<file path="src/rtl/tug_of_war_field_if.sv">
// Player/playfield bus for the tug-of-war field: press inputs, lights, scores and
// result flags. dbg_state mirrors the internal FSM state (0=PLAY, 1=POINT, 2=GAMEOVER).
interface tug_of_war_field_if #(
    parameter int N  = 9,
    parameter int SW = 2
);
    logic          L;
    logic          R;
    logic [N-1:0]  lights;
    logic [SW-1:0] left_score;
    logic [SW-1:0] right_score;
    logic          point_left;
    logic          point_right;
    logic          left_won;
    logic          right_won;
    logic [1:0]    dbg_state;

    // Handshake: none. L/R are sampled every posedge; each high cycle is one press.
    modport master (
        output L, R,
        input  lights, left_score, right_score, point_left, point_right,
               left_won, right_won, dbg_state
    );

    modport slave (
        input  L, R,
        output lights, left_score, right_score, point_left, point_right,
               left_won, right_won, dbg_state
    );
endinterface

</file>
<file path="src/rtl/tug_of_war_field.sv">
// Tug-of-war playfield: a single lit LED is pushed left/right by player presses;
// pushing it off an end scores a point, first to WIN_SCORE wins until reset.
module tug_of_war_field #(
    parameter int N           = 9,
    parameter int WIN_SCORE   = 3,
    parameter int HOLD_CYCLES = 4
) (
    input  logic               clk,
    input  logic               reset,
    tug_of_war_field_if.slave  bus
);
    localparam int SW = $clog2(WIN_SCORE + 1);
    localparam int PW = (N > 1) ? $clog2(N) : 1;
    localparam int HW = (HOLD_CYCLES > 1) ? $clog2(HOLD_CYCLES) : 1;
    localparam logic [PW-1:0] POS_C   = PW'((N - 1) / 2);
    localparam logic [PW-1:0] POS_MAX = PW'(N - 1);
    localparam logic [N-1:0]  ONE     = N'(1);

    typedef enum logic [1:0] {
        S_PLAY     = 2'd0,
        S_POINT    = 2'd1,
        S_GAMEOVER = 2'd2
    } state_t;

    state_t        r_state;
    logic [PW-1:0] r_pos;
    logic [HW-1:0] r_hold;
    logic [N-1:0]  r_lights;
    logic [SW-1:0] r_lscore;
    logic [SW-1:0] r_rscore;
    logic          r_pt_l;
    logic          r_pt_r;
    logic          r_lwon;
    logic          r_rwon;

    logic          w_push_left;
    logic          w_push_right;
    logic [PW-1:0] w_pos_up;
    logic [PW-1:0] w_pos_dn;

    assign w_push_left  = bus.L & ~bus.R;
    assign w_push_right = bus.R & ~bus.L;
    assign w_pos_up     = r_pos + PW'(1);
    assign w_pos_dn     = r_pos - PW'(1);

    always_ff @(posedge clk) begin
        if (reset) begin
            r_state  <= S_PLAY;
            r_pos    <= POS_C;
            r_hold   <= '0;
            r_lights <= ONE << POS_C;
            r_lscore <= '0;
            r_rscore <= '0;
            r_pt_l   <= 1'b0;
            r_pt_r   <= 1'b0;
            r_lwon   <= 1'b0;
            r_rwon   <= 1'b0;
        end else begin
            r_pt_l <= 1'b0;
            r_pt_r <= 1'b0;
            case (r_state)
                S_PLAY: begin
                    if (w_push_left) begin
                        if (r_pos == POS_MAX) begin
                            // Scoring pulls the LED off the field; the winning point skips the hold.
                            r_lscore <= r_lscore + SW'(1);
                            r_pt_l   <= 1'b1;
                            r_lights <= '0;
                            if (r_lscore == SW'(WIN_SCORE - 1)) begin
                                r_state <= S_GAMEOVER;
                                r_lwon  <= 1'b1;
                            end else begin
                                r_state <= S_POINT;
                                r_hold  <= HW'(HOLD_CYCLES - 1);
                            end
                        end else begin
                            r_pos    <= w_pos_up;
                            r_lights <= ONE << w_pos_up;
                        end
                    end else if (w_push_right) begin
                        if (r_pos == '0) begin
                            r_rscore <= r_rscore + SW'(1);
                            r_pt_r   <= 1'b1;
                            r_lights <= '0;
                            if (r_rscore == SW'(WIN_SCORE - 1)) begin
                                r_state <= S_GAMEOVER;
                                r_rwon  <= 1'b1;
                            end else begin
                                r_state <= S_POINT;
                                r_hold  <= HW'(HOLD_CYCLES - 1);
                            end
                        end else begin
                            r_pos    <= w_pos_dn;
                            r_lights <= ONE << w_pos_dn;
                        end
                    end
                end
                S_POINT: begin
                    if (r_hold == '0) begin
                        r_state  <= S_PLAY;
                        r_pos    <= POS_C;
                        r_lights <= ONE << POS_C;
                    end else begin
                        r_hold <= r_hold - HW'(1);
                    end
                end
                default: begin
                    r_lights <= '0;
                end
            endcase
        end
    end

    assign bus.lights      = r_lights;
    assign bus.left_score  = r_lscore;
    assign bus.right_score = r_rscore;
    assign bus.point_left  = r_pt_l;
    assign bus.point_right = r_pt_r;
    assign bus.left_won    = r_lwon;
    assign bus.right_won   = r_rwon;
    assign bus.dbg_state   = r_state;
endmodule

</file>
<file path="src/flat_wrapper.sv">
// flat-port wrapper written by rule: the top's interface ports become plain ports
module tug_of_war_field_flat 
#(
    parameter int N           = 9,
    parameter int WIN_SCORE   = 3,
    parameter int HOLD_CYCLES = 4
)
  (clk, reset, bus_L, bus_R, bus_lights, bus_left_score, bus_right_score, bus_point_left, bus_point_right, bus_left_won, bus_right_won, bus_dbg_state);
  tug_of_war_field_if #(.N(N)) bus_i ();
  input  logic clk;
  input  logic reset;
  input wire logic [$bits(bus_i.L)-1:0] bus_L;
  input wire logic [$bits(bus_i.R)-1:0] bus_R;
  output wire logic [$bits(bus_i.lights)-1:0] bus_lights;
  output wire logic [$bits(bus_i.left_score)-1:0] bus_left_score;
  output wire logic [$bits(bus_i.right_score)-1:0] bus_right_score;
  output wire logic [$bits(bus_i.point_left)-1:0] bus_point_left;
  output wire logic [$bits(bus_i.point_right)-1:0] bus_point_right;
  output wire logic [$bits(bus_i.left_won)-1:0] bus_left_won;
  output wire logic [$bits(bus_i.right_won)-1:0] bus_right_won;
  output wire logic [$bits(bus_i.dbg_state)-1:0] bus_dbg_state;
  assign bus_i.L = bus_L;
  assign bus_i.R = bus_R;
  assign bus_lights = bus_i.lights;
  assign bus_left_score = bus_i.left_score;
  assign bus_right_score = bus_i.right_score;
  assign bus_point_left = bus_i.point_left;
  assign bus_point_right = bus_i.point_right;
  assign bus_left_won = bus_i.left_won;
  assign bus_right_won = bus_i.right_won;
  assign bus_dbg_state = bus_i.dbg_state;
  tug_of_war_field #(.N(N), .WIN_SCORE(WIN_SCORE), .HOLD_CYCLES(HOLD_CYCLES)) u_core (.clk(clk), .reset(reset), .bus(bus_i));
endmodule
</file>
<file path="config.mk">
export PLATFORM = sky130hd
export DESIGN_NAME = tug_of_war_field_flat
export DESIGN_NICKNAME = d
export VERILOG_FILES = /design/src/rtl/tug_of_war_field_if.sv /design/src/rtl/tug_of_war_field.sv /design/src/flat_wrapper.sv
export SDC_FILE = /design/constraint.sdc
export NUM_CORES = 1
export LEC_CHECK = 0
export CORE_MARGIN = 2
export CORE_UTILIZATION = 46
export CTS_CLUSTER_SIZE = 20
export DETAILED_ROUTE_END_ITERATION = 12
export DONT_BUFFER_PORTS = 1
export GPL_TIMING_DRIVEN = 1
export PLACE_DENSITY = 0.62
export SLEW_MARGIN = 20
export SYNTH_ARGS = -nofsm -noshare
export SYNTH_HDL_FRONTEND = slang
export SYNTH_SLANG_ARGS = --single-unit
</file>
<file path="constraint.sdc">
create_clock -name clk -period 1.67 [get_ports clk]
set_input_delay 0.2505 -clock clk [delete_from_list [all_inputs] [get_ports clk]]
set_output_delay 0.2505 -clock clk [all_outputs]
set_load 0.02 [all_outputs]
</file>
; Word level (Yosys, flattened, before mapping)
; Index checks and enable logic that the tools add are counted.
; Widths: inputs -> output; s select.
[totals]
output_inout_bits = 19
in_bits = 4
elab_cells = 81
regBits = 25
[op_classes]
addsub = 5
n_reduce_logical = 14
shifts = 2
eq_ne = 13
mux = 30
bitwise_logic = 7
[op_table]
columns = operator, n
row1 = $mux 9, 5
row2 = $mux 2, 14
row3 = $mux 4, 5
row4 = $pmux 9 s2, 1
row5 = $shl 1x4->9 const A, 2
row6 = $reduce_and 5->1, 3
row7 = $ne 3x3->1 const B, 3
row8 = $pmux 2 s2, 2
row9 = $pmux 4 s2, 1
row10 = $reduce_and 4->1, 2
row11 = $reduce_and 7->1, 1
row12 = $ne 3x1->1 const B, 2
row13 = $ne 3x2->1 const B, 2
row14 = $not 1->1, 5
row15 = $add 2x1->2 const B, 2
row16 = $add 4x1->4 const B, 1
row17 = $eq 2x2->1 const B, 2
row18 = $eq 4x4->1 const B, 1
row19 = $logic_not 2->1, 2
row20 = $logic_not 4->1, 1
row21 = $reduce_or 4->1, 1
row22 = $sub 4x1->4 const B, 1
row23 = $reduce_and 3->1, 1
row24 = $reduce_or 3->1, 1
row25 = 8 further kinds, 10

; Longest topological paths before layout
[depth]
ltp_word = 6
ltp_mapped = 8
mapped_depth_nobuf = 7

; Worst setup path before layout
; No wires, ideal clock.
[synth_path]
kind = flip-flop to flip-flop
start = reg u_core.r_pos[0]
end = reg u_core.r_lights[1], in the netlist u_core.bus.lights[1]
stages_incl_launch_ff = 8
path_slack_ps = -96
setup_time_ps = 130
arrival_time_ps = 1636
path_cell_list = dfxtp_1 -> inv_1 -> ha_1 -> nand2b_1 -> and3_1 -> nor3b_2 -> a22oi_1 -> o21ai_0
[synth_between]
elab_chain_cells = 6
[synth_rtl]
columns = item, line_no
row1 = start: declaration, tug_of_war_field.sv:26  ; logic [PW-1:0] r_pos;
row2 = start signal: assignment, tug_of_war_field.sv:77  ; r_pos <= w_pos_up;
row3 = start signal: assignment, tug_of_war_field.sv:93  ; r_pos <= w_pos_dn;
row4 = $sub 4x1->4, tug_of_war_field.sv:44  ; assign w_pos_dn = r_pos - PW'(1);
row5 = $shl 1x4->9, tug_of_war_field.sv:94  ; r_lights <= ONE << w_pos_dn;
row6 = $mux 9, tug_of_war_field.sv:81  ; if (r_pos == '0) begin
row7 = $mux 9, tug_of_war_field.sv:80  ; end else if (w_push_right) begin
row8 = $mux 9 (*), tug_of_war_field.sv:63  ; if (w_push_left) begin
row9 = $pmux 9 s2 (*), tug_of_war_field.sv:61  ; case (r_state)
row10 = end signal: assignment, tug_of_war_field.sv:78  ; r_lights <= ONE << w_pos_up;
row11 = end signal: assignment, tug_of_war_field.sv:94
row12 = end signal: assignment, tug_of_war_field.sv:102  ; r_lights <= ONE << POS_C;
row13 = end: declaration, tug_of_war_field.sv:28  ; logic [N-1:0] r_lights;
; Mark *: on every way between the ends. The rest lies on a longest branch, timed or not. The select of a mux whose other input is x is not followed.
; A chain may end at the register's enable or synchronous reset.

; Final worst setup path
[layout_path]
start = reg u_core.r_pos[0]
end = reg u_core.r_lights[6], in the netlist u_core.bus.lights[6]
; Same word-level chain as after synthesis.

==> results.cfg <==
[grt]
overflow = 0
grt_pass1_wl_mm = 5.55
first_global_vias = 1240
grt_max_degree = 14
antenna_found_initial = 0
grt_util_all_layers = 0.199

[placed_design]
gp_congestion = 0.839
dpl.hpwl_mm = 2.47
place_ws_ps = -15.0
place.port_buffers = 0

[min_path]
hold_path_class = in -> reg
hp-start = reset

[worst_setup_path]
critPathTopFamily = compound AO/OA/AOI/OAI gates
path_cells = buf_6 > nor3_4 > xnor2_4 > a2111oi_4 > a22oi_1 > o21ai_1
slowest_delay_ps = 410
cp.required_ps = 1940
worstReg2RegStart = u_core.r_pos[0]
crit_arrival_ps = 1920
crit_start = u_core.r_pos[0]
rrSetupSlack_ps = 20
end_kind = flop
worst-path-max-fanout = 7
critPathLaunchType = flop
slowest_stage = a2111oi_4
crit_type = reg -> reg
path_buf_inv = 1

[routing]
wl_per_cell_um = 14.7
vias = 1251
vias_per_cell = 5.46
ant_nets = 0
drc = 0
drt_iter0_drc = 41
dr.pass1.iters = 4
postRouteWirelength_mm = 3.37

[clock_network]
clockBufferDepth = 2
cts_root_buffer = clkbuf_4
cts_buffers = 3
clk_latency_ps = 320
cts_tree = built
clock_sinks = 25
ctsHtreeMaxLevel = 1
clkTransAtPathRegs_ps = 140

[synth]
synthTopCellsByArea = dfxtp_1 (34%), ha_1 (7.7%), nor2_1 (5.1%)
syn_area_per_cell_um2 = 8.77
synth.area.mux_share = 0.0410
yosys_register_bits = 25
synthXorXnorAreaFrac = 0.0359
synth_commonest_cells = dfxtp_1 (25), nor2_1 (20), nand2_1 (15)
synth_top_family_by_area = simple AND/OR/NAND/NOR gates
synth-adder-area-share = 0.0769
syn_inst = 167
synth_top_area_cell = dfxtp_1
synth_edf_count = 0
synthFlopType = dfxtp_1
synth.top_cell.area_share = 0.342
ys_async_sr_fraction = 0
ys_types = 44
synth_fp_nets = 180
synth_most_common_cell = dfxtp_1
synth-simple-area-share = 0.221
yosysSeqAreaShare = 0.342
yosysWarnings = 0
synth_area_um2 = 1460
synth_compound_area_frac = 0.221

[final_layout]
drive_gt1_frac = 0.270
area_delta_synth_final_pct = 20.5
diodes = 0
fin_nets = 199

[timing]
finalHoldViolCount = 0
tightest_slew_ps = 477
finalWorstSetupSlack_ps = 21.7
timing.setup.tns_ps = 0
finalClockSkew_ps = 3.75
max_freq_mhz = 607
timing.final.crit_share = 0.987
slew_headroom = 0.681
setup_viol = 0
fin_crit_ps = 1650
finalMaxSlewViolations = 0
rsz0062_at_grt = true

[floorplanning]
core_area_um2 = 3030
initial_core_util = 0.483
rows = 20
die_width_um = 60.4
fp.dieH_um = 60.4
die_area_um2 = 3650
io_pins = 23

[power]
powerDensity_nw_per_um2 = 813
p_leak_nw = 0.669
ir_drop_mv = 0.352

[run_status]
outcome = finished, final reports clean

[flow_run]
cap_violations = 0
## power breakdown
group          internal [mW]  switching (mW)
registers              0.631          0.0542
logic                  0.229           0.242
clock network         0.0936           0.185
## registers in the layout, summed over array words and instances, names as in the netlist, 2 cells and up
register	count
u_core.bus.dbg_state	2
u_core.bus.right_score	2
u_core.r_hold	2
u_core.bus.lights	9
u_core.bus.left_score	2
u_core.r_pos	4
## timing repair
action	CTS	global route
hold buffers	1	1
endpoints found under the setup margin	5	13
hold endpoints to repair	12	1
setup buffers	0	0
pin swaps	0	6
gates resized for setup	3	22
## placed cells by master (no fill, tap or decap), types with 2 or more instances in the layout
master / synthesis / layout
dlygate4sd3_1: 0 / 2
nand2b_1: 5 / 4
or2_1: 1 / 2
buf_6: 2 / 2
nor2b_1: 3 / 2
mux2i_1: 6 / 5
a21oi_1: 9 / 8
buf_4: 2 / 17
o21ai_1: 5 / 5
nand3_1: 2 / 2
xnor2_1: 6 / 4
a211o_1: 2 / 2
inv_2: 1 / 2
inv_1: 10 / 9
nor2_2: 1 / 3
nor3_4: 1 / 2
nand2_1: 15 / 13
o21ai_0: 3 / 3
dfxtp_2: 0 / 3
nor3_1: 2 / 2
clkbuf_4: 0 / 3
o32ai_1: 2 / 2
dfxtp_1: 25 / 21
nor2_1: 20 / 18
ha_1: 9 / 7
a31oi_1: 3 / 3
nand4_1: 3 / 3
or3_1: 2 / 2
a22oi_1: 7 / 6
## cell families (layout without fill, tap and decap cells)
group                    count (synthesis)  after routing
buffers and inverters                   18             36
flip-flops                              25             25
AND/OR/NAND/NOR                         62             62
multiplexers                             6              6
XOR/XNOR                                 6              6
AO/OA/AOI/OAI                           41             41
adder cells (fa/ha/maj)                  9              9
## final cells by class
class / count / area, um2
repair buffers: 21 / 170
well taps: 44 / 55.1
fillers: 288 / 1260
flip-flops and latches: 25 / 508
inverters: 11 / 41.3
clock buffers: 4 / 26.3
multi-input cells: 124 / 963
## path summary, 6_finish.rpt
kind                               end  cells past startpoint
setup / recovery  u_core.bus.lights[6]                      6
hold / removal        u_core.r_hold[0]                      1
setup reg to reg  u_core.bus.lights[6]                      6
hold reg to reg       u_core.r_hold[1]                      2
## worst register-to-register path, cell delays in order, from the launching register on
cell and delay, ps:
dfxtp_2 360, buf_6 130, nor3_4 300, xnor2_4 140, a2111oi_4 410, a22oi_1 130
o21ai_1 130
## routing by layer
layer  wire, um  GRT usage  up-vias  part of all wire
met5          0          0        -                 0
met4         72     0.0621        0             0.021
met3        177     0.0341       10             0.053
met2       1690      0.342       38              0.50
met1       1420      0.255      582              0.42
li1           -          -      621                 -
## per-stage QoR
stage | area, um2 | total power, mW | std cells | utilization | hold slack (ps)
after CTS | 1660 | 1.37 | 228 | 0.550 | 0.536
after detailed placement | 1620 | 1.08 | 223 | 0.534 | 325
after floorplan | 1470 | 0.988 | 167 | - | 432
after global routing | 1760 | 1.52 | 229 | 0.583 | 30.9
final | 1760 | 1.43 | 229 | 0.583 | 34.3
after global placement | 1620 | 1.07 | 223 | 0.534 | 320
(Power assumes the default switching activity.)
